`config.mk`:
```
export PLATFORM = sky130hd
export DESIGN_NAME = multicycle_ctrl
export DESIGN_NICKNAME = d
export VERILOG_FILES = /design/src/rtl/multicycle_ctrl.sv
export SDC_FILE = /design/constraint.sdc
export NUM_CORES = 1
export LEC_CHECK = 0
export ABC_CLOCK_PERIOD_IN_PS = 3900
export BUFFER_PORTS_ARGS = -buffer_cell sky130_fd_sc_hd__buf_4
export CAP_MARGIN = 0
export CORE_MARGIN = 2
export CORE_UTILIZATION = 45
export CTS_CLUSTER_SIZE = 25
export DETAILED_ROUTE_END_ITERATION = 8
export GPL_TIMING_DRIVEN = 0
export PLACE_DENSITY = 0.73
export SYNTH_ARGS = -nofsm -noshare
export SYNTH_HDL_FRONTEND = slang
export SYNTH_SLANG_ARGS = --single-unit
```
`constraint.sdc`:
```
create_clock -name clk -period 3.9 [get_ports clk]
set_input_delay 0.195 -clock clk [delete_from_list [all_inputs] [get_ports clk]]
set_output_delay 0.195 -clock clk [all_outputs]
set_load 0.1 [all_outputs]
```
`src/rtl/multicycle_ctrl.sv`:
```
// multicycle_ctrl -- multicycle LEGv8 control unit (Moore FSM).
//
// Sequences FETCH / DECODE / execute / writeback for LDUR, STUR, CBZ,
// ADD, SUB, AND, ORR and MOVZ over a datapath that shares one memory and
// one ALU. Memory accesses use a ready handshake guarded by a wait
// counter. Undecodable opcodes and stalled accesses raise a one-cycle
// exception.
//
// Parameters
//   MAX_WAIT      cycles an access may wait for mem_ready (0 = no limit)
//   SUPPORT_MOVZ  1 executes MOVZ, 0 treats it as an invalid opcode
//
// Ports
//   clk, reset         clock, synchronous active-high reset
//   Op[10:0]           Instr[31:21] from the IR
//   zero               ALU zero flag
//   mem_ready          memory completes the current access this cycle
//   Reg2Loc..mov       single-bit datapath controls
//   ALUSrcB[1:0]       00 reg, 01 const 4, 10 sign-ext imm, 11 branch offset
//   ALUOp[1:0]         00 add, 01 pass-B, 10 R-type funct, 11 MOVZ
//   pc_en              PCWrite | (PCWriteCond & zero)
//   instr_done         pulse in the last cycle of each instruction
//   exc, exc_code      exception pulse and cause (01 opcode, 10 timeout)
//   state[3:0]         current state (debug)
module multicycle_ctrl #(
    parameter int MAX_WAIT     = 15,
    parameter bit SUPPORT_MOVZ = 1'b1
) (
    input  logic        clk,
    input  logic        reset,
    input  logic [10:0] Op,
    input  logic        zero,
    input  logic        mem_ready,
    output logic        Reg2Loc,
    output logic        MemtoReg,
    output logic        RegWrite,
    output logic        MemRead,
    output logic        MemWrite,
    output logic        IorD,
    output logic        IRWrite,
    output logic        ALUSrcA,
    output logic        PCSrc,
    output logic        mov,
    output logic [1:0]  ALUSrcB,
    output logic [1:0]  ALUOp,
    output logic        pc_en,
    output logic        instr_done,
    output logic        exc,
    output logic [1:0]  exc_code,
    output logic [3:0]  state
);

    // A zero-width counter is not legal, so MAX_WAIT=0 keeps one bit.
    localparam int CW = (MAX_WAIT > 0) ? $clog2(MAX_WAIT + 1) : 1;
    localparam logic [CW-1:0] WAIT_LIM = CW'(MAX_WAIT);
    localparam logic [CW-1:0] WAIT_MAX = '1;

    localparam logic [10:0] OP_LDUR = 11'b11111000010;
    localparam logic [10:0] OP_STUR = 11'b11111000000;

    localparam logic [1:0] EC_NONE  = 2'b00;
    localparam logic [1:0] EC_OPC   = 2'b01;
    localparam logic [1:0] EC_TMOUT = 2'b10;

    typedef enum logic [3:0] {
        S_FETCH  = 4'd0,
        S_DECODE = 4'd1,
        S_MEMADR = 4'd2,
        S_MEMRD  = 4'd3,
        S_MEMWB  = 4'd4,
        S_MEMWR  = 4'd5,
        S_EXEC   = 4'd6,
        S_ALUWB  = 4'd7,
        S_BRANCH = 4'd8,
        S_EXC    = 4'd9
    } state_t;

    state_t        state_q, state_d;
    logic [CW-1:0] wait_q, wait_d;
    logic [1:0]    exc_code_q, exc_code_d;
    logic          movz_q, movz_d;   // instruction in flight is MOVZ

    logic wait_state;
    logic timeout;
    logic pc_write, pc_write_cond;

    assign wait_state = (state_q == S_FETCH) || (state_q == S_MEMRD) ||
                        (state_q == S_MEMWR);
    // mem_ready arriving on the limit cycle still counts as success.
    assign timeout = (MAX_WAIT != 0) && (wait_q == WAIT_LIM) && !mem_ready;

    // ------------------------------------------------------------------
    // Next state
    // ------------------------------------------------------------------
    always_comb begin
        state_d    = state_q;
        exc_code_d = exc_code_q;
        movz_d     = movz_q;
        case (state_q)
            S_FETCH: begin
                if (mem_ready) begin
                    state_d = S_DECODE;
                end else if (timeout) begin
                    state_d    = S_EXC;
                    exc_code_d = EC_TMOUT;
                end
            end
            S_DECODE: begin
                movz_d = 1'b0;
                casez (Op)
                    11'b11111000010,
                    11'b11111000000: state_d = S_MEMADR;
                    11'b10001011000,
                    11'b11001011000,
                    11'b10001010000,
                    11'b10101010000: state_d = S_EXEC;
                    11'b110100101??: begin
                        if (SUPPORT_MOVZ) begin
                            state_d = S_EXEC;
                            movz_d  = 1'b1;
                        end else begin
                            state_d    = S_EXC;
                            exc_code_d = EC_OPC;
                        end
                    end
                    11'b10110100???: state_d = S_BRANCH;
                    default: begin
                        state_d    = S_EXC;
                        exc_code_d = EC_OPC;
                    end
                endcase
            end
            S_MEMADR: state_d = (Op == OP_STUR) ? S_MEMWR : S_MEMRD;
            S_MEMRD: begin
                if (mem_ready) begin
                    state_d = S_MEMWB;
                end else if (timeout) begin
                    state_d    = S_EXC;
                    exc_code_d = EC_TMOUT;
                end
            end
            S_MEMWB:  state_d = S_FETCH;
            S_MEMWR: begin
                if (mem_ready) begin
                    state_d = S_FETCH;
                end else if (timeout) begin
                    state_d    = S_EXC;
                    exc_code_d = EC_TMOUT;
                end
            end
            S_EXEC:   state_d = S_ALUWB;
            S_ALUWB:  state_d = S_FETCH;
            S_BRANCH: state_d = S_FETCH;
            S_EXC: begin
                state_d    = S_FETCH;
                exc_code_d = EC_NONE;
            end
            default:  state_d = S_FETCH;
        endcase
    end

    // Wait counter: restarts whenever the state changes, so every entry
    // into a wait state begins at zero. Saturates for the unlimited case.
    always_comb begin
        wait_d = wait_q;
        if (state_d != state_q) begin
            wait_d = '0;
        end else if (wait_state && !mem_ready && (wait_q != WAIT_MAX)) begin
            wait_d = wait_q + CW'(1);
        end
    end

    always_ff @(posedge clk) begin
        if (reset) begin
            state_q    <= S_FETCH;
            wait_q     <= '0;
            exc_code_q <= EC_NONE;
            movz_q     <= 1'b0;
        end else begin
            state_q    <= state_d;
            wait_q     <= wait_d;
            exc_code_q <= exc_code_d;
            movz_q     <= movz_d;
        end
    end

    // ------------------------------------------------------------------
    // Outputs (Moore on state_q; handshake-qualified strobes use inputs)
    // ------------------------------------------------------------------
    always_comb begin
        Reg2Loc       = 1'b0;
        MemtoReg      = 1'b0;
        RegWrite      = 1'b0;
        MemRead       = 1'b0;
        MemWrite      = 1'b0;
        IorD          = 1'b0;
        IRWrite       = 1'b0;
        ALUSrcA       = 1'b0;
        PCSrc         = 1'b0;
        mov           = 1'b0;
        ALUSrcB       = 2'b00;
        ALUOp         = 2'b00;
        pc_write      = 1'b0;
        pc_write_cond = 1'b0;
        instr_done    = 1'b0;
        exc           = 1'b0;
        exc_code      = EC_NONE;
        case (state_q)
            S_FETCH: begin
                MemRead  = 1'b1;
                ALUSrcB  = 2'b01;
                IRWrite  = mem_ready;
                pc_write = mem_ready;
            end
            S_DECODE: ALUSrcB = 2'b11;
            S_MEMADR: begin
                ALUSrcA = 1'b1;
                ALUSrcB = 2'b10;
                Reg2Loc = (Op == OP_STUR);
            end
            S_MEMRD: begin
                IorD    = 1'b1;
                MemRead = 1'b1;
            end
            S_MEMWB: begin
                RegWrite   = 1'b1;
                MemtoReg   = 1'b1;
                instr_done = 1'b1;
            end
            S_MEMWR: begin
                IorD       = 1'b1;
                MemWrite   = 1'b1;
                Reg2Loc    = 1'b1;
                instr_done = mem_ready;
            end
            S_EXEC: begin
                ALUSrcA = 1'b1;
                ALUOp   = movz_q ? 2'b11 : 2'b10;
                mov     = movz_q;
            end
            S_ALUWB: begin
                RegWrite   = 1'b1;
                mov        = movz_q;
                instr_done = 1'b1;
            end
            S_BRANCH: begin
                Reg2Loc       = 1'b1;
                ALUSrcA       = 1'b1;
                ALUOp         = 2'b01;
                pc_write_cond = 1'b1;
                PCSrc         = 1'b1;
                instr_done    = 1'b1;
            end
            S_EXC: begin
                exc      = 1'b1;
                exc_code = exc_code_q;
            end
            default: ;
        endcase
        pc_en = pc_write | (pc_write_cond & zero);
        // Reset may land mid-instruction: suppress every side effect.
        if (reset) begin
            RegWrite   = 1'b0;
            MemWrite   = 1'b0;
            MemRead    = 1'b0;
            IRWrite    = 1'b0;
            pc_en      = 1'b0;
            instr_done = 1'b0;
            exc        = 1'b0;
            exc_code   = EC_NONE;
        end
    end

    assign state = state_q;

    // Op[4:0]-style fields are decoded by casez above; OP_LDUR kept for
    // readability of the memory path.
    logic unused_ok;
    assign unused_ok = (OP_LDUR == 11'b0);

endmodule

```
Word-level counts from Yosys, hierarchy flattened
Cells that the tools add are included.

Register bits after elaboration: 11. Input port bits: 15. Output and inout port bits: 23. Logic and storage cells: 87.

$add $sub $neg: 1. Eq/ne operators: 23. Mux-type cells: 36. Bitwise gates (word level): 2. Reduce and logical (&&, ||, !) cells: 21.

Operator list (number): 11-bit equality test, second input constant (6); 4-bit case mux with 6 select lines (1); 1-bit two-way mux (19); 4-bit by 3-bit equality test with 1-bit output, second input constant (4); 4-bit two-way mux (4); 2-bit OR reduction (7); 4-bit equality test, second input constant (3); 2-bit case mux with 3 select lines (2); 4-bit case mux with 3 select lines (1); 2-bit two-way mux (5); 9-bit equality test, second input constant (1); 3-bit OR reduction (3); 4-bit by 2-bit equality test with 1-bit output, second input constant (2); 8-bit equality test, second input constant (1); 8-bit OR reduction (1); 5-bit OR reduction (1); 4-bit by 1-bit adder with 4-bit output, second input constant (1); 4-bit by 1-bit equality test with 1-bit output, second input constant (1); 4-bit logical NOT (1); 2-bit inequality test, second input constant (2); 4-bit inequality test (1); 4-bit inequality test, second input constant (1); 1-bit case mux with 2 select lines (2); 2-bit case mux with 2 select lines (1); other kinds (9) (12).

Longest topological paths before layout
Gate-level depths: netlist of the first run.

Depth after elaboration: 7. Mapped depth: 8. Mapped depth without buffers: 7.

Least setup slack after synthesis of the first run
OpenSTA, ideal clock, no wires.

Path kind: register to output. From: reg state_q[3] (netlist: state[3]). To: out exc_code[0]. Arrival: 4730 ps. Required time: 3705 ps. Slack: -1025 ps. Cell stages (with the launch flop): 6. Buffers on the path: 2. Cells stage by stage: dfxtp_1 > clkbuf_1 > buf_2 > nand2_1 > nor3_1 > and2_1.

Longest elaborated chain between the ends: 3.

Ends and longest elaborated chain: start, declared (RTL line 78) `state_t state_q, state_d;`; start signal, assigned (RTL line 180) `state_q <= state_d;`; 4-bit equality test (RTL line 208) `case (state_q)`; 2-bit two-way mux (RTL line 208); 2-bit two-way mux (RTL line 262) `if (reset) begin`; end, declared (RTL line 49) `output logic [1:0] exc_code,`.

Every way passes these cells.

Worst setup path in the final report of the first run
From: reg state_q[3] (netlist: state[3]). To: out Reg2Loc.

Longest elaborated chain between the ends: 3. Elaborated cells between the ends (all ways): 5. Those cells by class: 3 x eq/ne; 1 x mux; 1 x reduce/logical.

Ends and longest elaborated chain: 4-bit by 3-bit equality test with 1-bit output / 4-bit equality test (equally long branches) (RTL line 208); 2-bit OR reduction (no line); 1-bit case mux with 2 select lines (*) (RTL line 208); end, declared (RTL line 34) `output logic Reg2Loc,`.

Every way passes the cells marked *; elsewhere a longest branch is shown, timed or not.

==> results of run 1 <==
==> cells by family after synthesis <==
kind of cell    Yosys count  share of synthesized area, %
mux                       2                          1.83
flops                    11                          20.1
simple gates             76                          41.9
buf+inv                  14                          5.60
compound gates           35                          26.3
fa+ha+maj                 1                          1.14
xor+xnor                  3                          3.09
==> worst paths after layout <==
kind | end | slack [ns] | cells after the start
max | Reg2Loc | 1.46 | 7
min | wait_q[1]$_SDFFE_PP0P_ | 0.37 | 4
max reg2reg | wait_q[2]$_SDFFE_PP0P_ | 1.70 | 7
min reg2reg | wait_q[1]$_SDFFE_PP0P_ | 0.48 | 2
==> stage by stage <==
stage	std cells	area (um2)	setup TNS, ns	worst slack [ns]	utilization [%]
global placement	205	1430	0	1.73	63.5
floorplan	142	1130	-0.124	-0.124	-
global route	209	1460	0	1.34	64.7
finish	209	1460	0	1.46	64.7
CTS	209	1460	0	1.52	64.7
detailed placement	205	1430	0	1.72	63.5
==> cell type report <==
cell class	count	area [um2]
plain buffers	11	50.0
repair buffers	35	263
clock buffers	4	26.3
multi-input cells	117	852
fillers	220	797
inverters	3	11.3
flip-flops and latches	11	220
well taps	28	35.0
==> cell usage in the layout, fill, tap and decap left out, types with 3 or more instances in the layout <==
cell type,instances
nor4_2,3
a31oi_1,3
and2_1,4
nor3_2,3
nand2_1,12
nor2_2,3
inv_1,3
o21ai_0,4
nand2b_1,5
nand4b_1,3
dfxtp_1,11
clkbuf_4,3
buf_4,36
o22ai_1,3
nor3_1,3
clkbuf_1,7
nor2_1,18
nor2b_1,3
a21oi_1,7
buf_2,4
==> flip-flops by register name, indices dropped and copies added (netlist names) <==
name,cells
wait_q,4
movz_q,1
exc_code_q,2
state,4
==> layer usage <==
layer / part of all wire, % / vias to the layer above
li1: - / 609
met1: 47 / 554
met2: 46 / 39
met3: 4.8 / 7
met4: 1.9 / 0
met5: 0 / -
==> critical path, stage by stage, from the launching register on <==
cell	delay, ns
dfxtp_1	0.35
clkbuf_1	0.32
buf_2	0.30
nand2_1	0.23
nor2_1	0.21
a31oi_1	0.06
o22ai_1	0.17
buf_4	0.32
==> power groups by stage <==
stage	Combinational, mW	Sequential, mW	Clock [mW]
CTS	0.269	0.124	0.0814
detailed placement	0.269	0.126	0
floorplan	0.189	0.147	0
global placement	0.264	0.126	0
global route	0.285	0.125	0.0869
finish	0.270	0.124	0.0808
==> impl_metrics.env, run 1 <==
export IMPL_status="completed"
export IMPL_ys_flop_type="dfxtp_1"
export IMPL_finalNetCount=198
export IMPL_drv_cap=0
export IMPL_use_met3_pct=2.82
export IMPL_drtAntennaViolNets=0
export IMPL_post_route_period_util_pct=62.6
export IMPL_finalWirelength_mm=3.17
export IMPL_p_leak_nw=0.558
export IMPL_synthTopCellsByArea="dfxtp_1, nor2_1, nand2_1, a21oi_1, nand2b_1"
export IMPL_die_area_mm2=0.00284
export IMPL_pwr_share_comb_pct=56.9
export IMPL_reg2reg_from="wait_q[0]$_SDFFE_PP0P_"
export IMPL_antennaDiodeCount=0
export IMPL_swShare_pct=51.6
export IMPL_yosys_warnings=0
export IMPL_die_x_um=53.3
export IMPL_vdd_drop_max_mv=0.252
export IMPL_clock_path_buffers=2
export IMPL_first_iter_violations=37
export IMPL_grt_pass1_vias=1036
export IMPL_place_congestion=0.845
export IMPL_ys_types=53
export IMPL_p_int_uw=230
export IMPL_rows=17
export IMPL_cts_root_buffer="clkbuf_4"
export IMPL_crit_arrival_ns=2.25
export IMPL_cts_tree="built"
export IMPL_start_util_pct=48.6
export IMPL_num_vias=1209
export IMPL_met1_usage_pct=31.2
export IMPL_grt_first_pass_wirelength_mm=4.77
export IMPL_drv_slew=0
export IMPL_synth_edf_count=0
export IMPL_min_period_ns=2.44
export IMPL_drc_errors=0
export IMPL_cts_resized=0
export IMPL_worst_slew_pin_slew_ns=0.587
export IMPL_antenna_found_initial=0
export IMPL_drive_above_1_share_pct=36.5
export IMPL_hold_ws_ns=0.372
export IMPL_rsz0062_at_grt="false"
export IMPL_skew_ns=0.00670
export IMPL_met2_usage_pct=35.4
export IMPL_syn_area_mm2=0.00109
export IMPL_synth_top_cell_by_area="dfxtp_1"
export IMPL_synthTopCellsByCount="nor2_1, nand2_1, dfxtp_1"
export IMPL_core_mm2=0.00225
export IMPL_die_h_um=53.3
export IMPL_path_clk_slew_ns=0.07
export IMPL_synth_most_common_cell="nor2_1"
export IMPL_via_per_inst=5.78
export IMPL_cts_num_sinks=11
export IMPL_grt_remaining_overflow=0
export IMPL_cts_htree_levels=1
export IMPL_setup_viol=0
export IMPL_postCtsSetupBuffers=0
export IMPL_fmax_mhz=410
export IMPL_syn2layout_area_growth_pct=33.1
export IMPL_cp_required_ns=3.70
export IMPL_finalPower_uw=475
export IMPL_power_share_clock_pct=17.0
export IMPL_holdBufCountCts=0
export IMPL_worstHoldPathType="input pin to register"
export IMPL_worst_setup_path_type="register to primary output"
export IMPL_path_max_fanout=10
export IMPL_cts_made_buffers=3
export IMPL_port_buffers=35
export IMPL_gr_usage_all_layers_pct=22.9
export IMPL_grt_max_degree=11
export IMPL_grt_busiest_layer="met2"
export IMPL_yosys_register_bits=11
export IMPL_min_delay_start="mem_ready"
export IMPL_seq_area_frac_synth_pct=20.1
export IMPL_crit_path_start_kind="register"
export IMPL_async_reset_ff_share_pct=0
export IMPL_ios=38
export IMPL_hold_violations=0
export IMPL_pwr_share_seq_pct=26.1
export IMPL_endpoint_kind="primary output"
export IMPL_powerDensity_mw_per_mm2=326
export IMPL_clk_latency_ns=0.28
export IMPL_synthCells=142
export IMPL_synth_fp_nets=158
export IMPL_yosysTopAreaCellShare_pct=20.1
export IMPL_hpwlAfterDp_mm=2.47
export IMPL_syn_area_per_cell_um2=7.71
export IMPL_power_switching_uw=245
export IMPL_crit_start="state[3]$_SDFF_PP0_"
export IMPL_drtPass1Iterations=4
export IMPL_relSlewSlack_pct=60.9
export IMPL_routedWlPerCell_um=15.2
Note: power is estimated with default switching activity, not from simulation.
==> inputs of run 2 (changes only) <==
Settings changed: ABC_CLOCK_PERIOD_IN_PS 3900 to 2000, PLACE_DENSITY 0.73 to 0.76.
Clock period 3.9 ns to 2 ns, I/O delays scaled along.
==> impl_metrics.env, run 2 (synthesis gave the netlist of run 1 again) <==
export IMPL_skew_ns=0.00294
export IMPL_die_h_um=53.3
export IMPL_hpwlAfterDp_mm=2.46
export IMPL_layout_cells_non_filler=215
export IMPL_r2r_cells=7
export IMPL_drtAntennaViolNets=0
export IMPL_ios=38
export IMPL_worst_setup_path_type="register to register"
export IMPL_rows=17
export IMPL_finalWirelength_mm=3.62
export IMPL_status="completed"
export IMPL_via_per_inst=5.87
export IMPL_die_area_mm2=0.00284
export IMPL_final_cell_area_mm2=0.00186
export IMPL_cp_required_ns=2.23
export IMPL_cts_num_sinks=11
export IMPL_swShare_pct=51.2
export IMPL_grt_max_degree=11
export IMPL_clock_path_buffers=2
export IMPL_worst_slew_pin_slew_ns=0.829
export IMPL_crit_path_start_kind="register"
export IMPL_relSlewSlack_pct=44.7
export IMPL_power_share_clock_pct=15.2
export IMPL_setup_viol=0
export IMPL_pwr_share_comb_pct=62.1
export IMPL_hold_violations=0
export IMPL_cts_tree="built"
export IMPL_place_inst=205
export IMPL_num_vias=1262
export IMPL_finalPower_mw=1.07
export IMPL_gr_usage_all_layers_pct=26.3
export IMPL_pre_cts_ws_ns=-0.192
export IMPL_grt_pass1_vias=1123
export IMPL_final_util_pct=82.6
export IMPL_min_delay_start="Op[8]"
export IMPL_final_common_cell="buf_4"
export IMPL_min_to="state[3]$_SDFF_PP0_"
export IMPL_finalNetCount=204
export IMPL_drv_cap=0
export IMPL_fmax_mhz=506
export IMPL_path_max_fanout=4
export IMPL_path_clk_slew_ns=0.07
export IMPL_cts_htree_levels=1
export IMPL_drc_errors=0
export IMPL_worstHoldPathType="input pin to register"
export IMPL_holdBufCountCts=0
export IMPL_min_period_ns=1.98
export IMPL_die_x_um=53.3
export IMPL_r2r_end="wait_q[2]$_SDFFE_PP0P_"
export IMPL_reg2reg_from="wait_q[0]$_SDFFE_PP0P_"
export IMPL_start_util_pct=48.6
export IMPL_drive_above_1_share_pct=54.0
export IMPL_cts_root_buffer="clkbuf_4"
export IMPL_core_mm2=0.00225
export IMPL_cts_made_buffers=3
export IMPL_p_int_uw=523
export IMPL_grt_first_pass_wirelength_mm=5.37
export IMPL_crit_arrival_ns=2.21
export IMPL_setup_slack_ns=0.0223
export IMPL_endpoint_kind="register"
export IMPL_drv_slew=0
export IMPL_vdd_drop_max_mv=0.556
export IMPL_antenna_found_initial=0
export IMPL_postPlaceCellArea_mm2=0.00168
export IMPL_syn2layout_area_growth_pct=70.2
export IMPL_grt_remaining_overflow=0
export IMPL_pwr_share_seq_pct=22.7
export IMPL_whs_path_depth=5
export IMPL_powerDensity_mw_per_mm2=575
export IMPL_p_leak_nw=0.674
export IMPL_routedWlPerCell_um=16.8
export IMPL_drtPass1Iterations=5
export IMPL_final_cell_mix="buf_4, nor2_1, nand2_1, a21oi_1"
export IMPL_rrSetupSlack_ns=0.02
export IMPL_first_iter_violations=30
export IMPL_place_congestion=0.893
export IMPL_rsz0062_at_grt="true"
export IMPL_post_route_period_util_pct=98.9
export IMPL_clk_latency_ns=0.29
export IMPL_antennaDiodeCount=0
export IMPL_port_buffers=35
export IMPL_power_switching_uw=549
## run 2: cell count changes in the layout (fill, tap and decap cells not counted), moves of 4 or more
cell / change
nor2_1: -4
dfxtp_4: +5
buf_6: +5
clkbuf_1: -4
nor3_4: +4
dfxtp_1: -6
## run 2: how the worst max path moves through the flow
stage                      startpoint                     end  slack, ns  cells past startpoint
2_1_floorplan     state[1]$_SDFF_PP0_              instr_done      -0.35                      7
3_3_place_gp   wait_q[0]$_SDFFE_PP0P_  wait_q[2]$_SDFFE_PP0P_      -0.17                      7
3_5_place_dp   wait_q[0]$_SDFFE_PP0P_  wait_q[2]$_SDFFE_PP0P_      -0.19                      7
4_1_cts           state[0]$_SDFF_PP0_              instr_done      0.001                      7
5_1_grt           state[1]$_SDFF_PP0_  wait_q[2]$_SDFFE_PP0P_      -0.09                      5
6_report       wait_q[0]$_SDFFE_PP0P_  wait_q[2]$_SDFFE_PP0P_       0.02                      7
## run 2: area by class of cell
cell class,count,area [um2]
multi-input combinational,117,1110
fill,136,392
timing repair buffer,42,339
sequential,11,240
buffer,10,103
tap,28,35.0
clock buffer,4,26.3
inverter,3,13.8
## run 2: timing repair
| action | 4_1_cts | 5_1_grt |
|---|---|---|
| endpoints found under the setup margin | 7 | 7 |
| setup buffers | 0 | 7 |
| gates resized for setup | 9 | 14 |
| pin swaps | 2 | 11 |
## run 2: power by group through the flow
stage | logic [mW] | registers (mW) | clock network [mW]
after global placement | 0.594 | 0.245 | 0
after floorplan | 0.448 | 0.288 | 0
after CTS | 0.625 | 0.242 | 0.162
after global routing | 0.692 | 0.245 | 0.175
final | 0.665 | 0.243 | 0.163
after detailed placement | 0.603 | 0.247 | 0
## run 2: stage by stage
stage	hold slack (ns)	setup TNS (ns)
5_1_grt	0.347	-0.320
4_1_cts	0.274	0
3_5_place_dp	0.471	-0.680
2_1_floorplan	0.391	-1.39
6_report	0.265	0
3_3_place_gp	0.463	-0.582
## run 2: worst max-delay path: stages (launching register included)
cell and delay [ns]:
dfxtp_4 0.36, ha_4 0.17, a31oi_4 0.21, nand3b_1 0.11, a311oi_2 0.39, nand2_1 0.16
a221oi_4 0.32, o311a_1 0.20
## run 2: routing by layer
metal | share of wire, % | GRT usage [%] | wire length [um]
met1 | 42 | 34.9 | 1540
met2 | 52 | 42.4 | 1890
met3 | 3.2 | 3.39 | 116
met4 | 2.1 | 11.1 | 76
met5 | 0 | 0 | 0
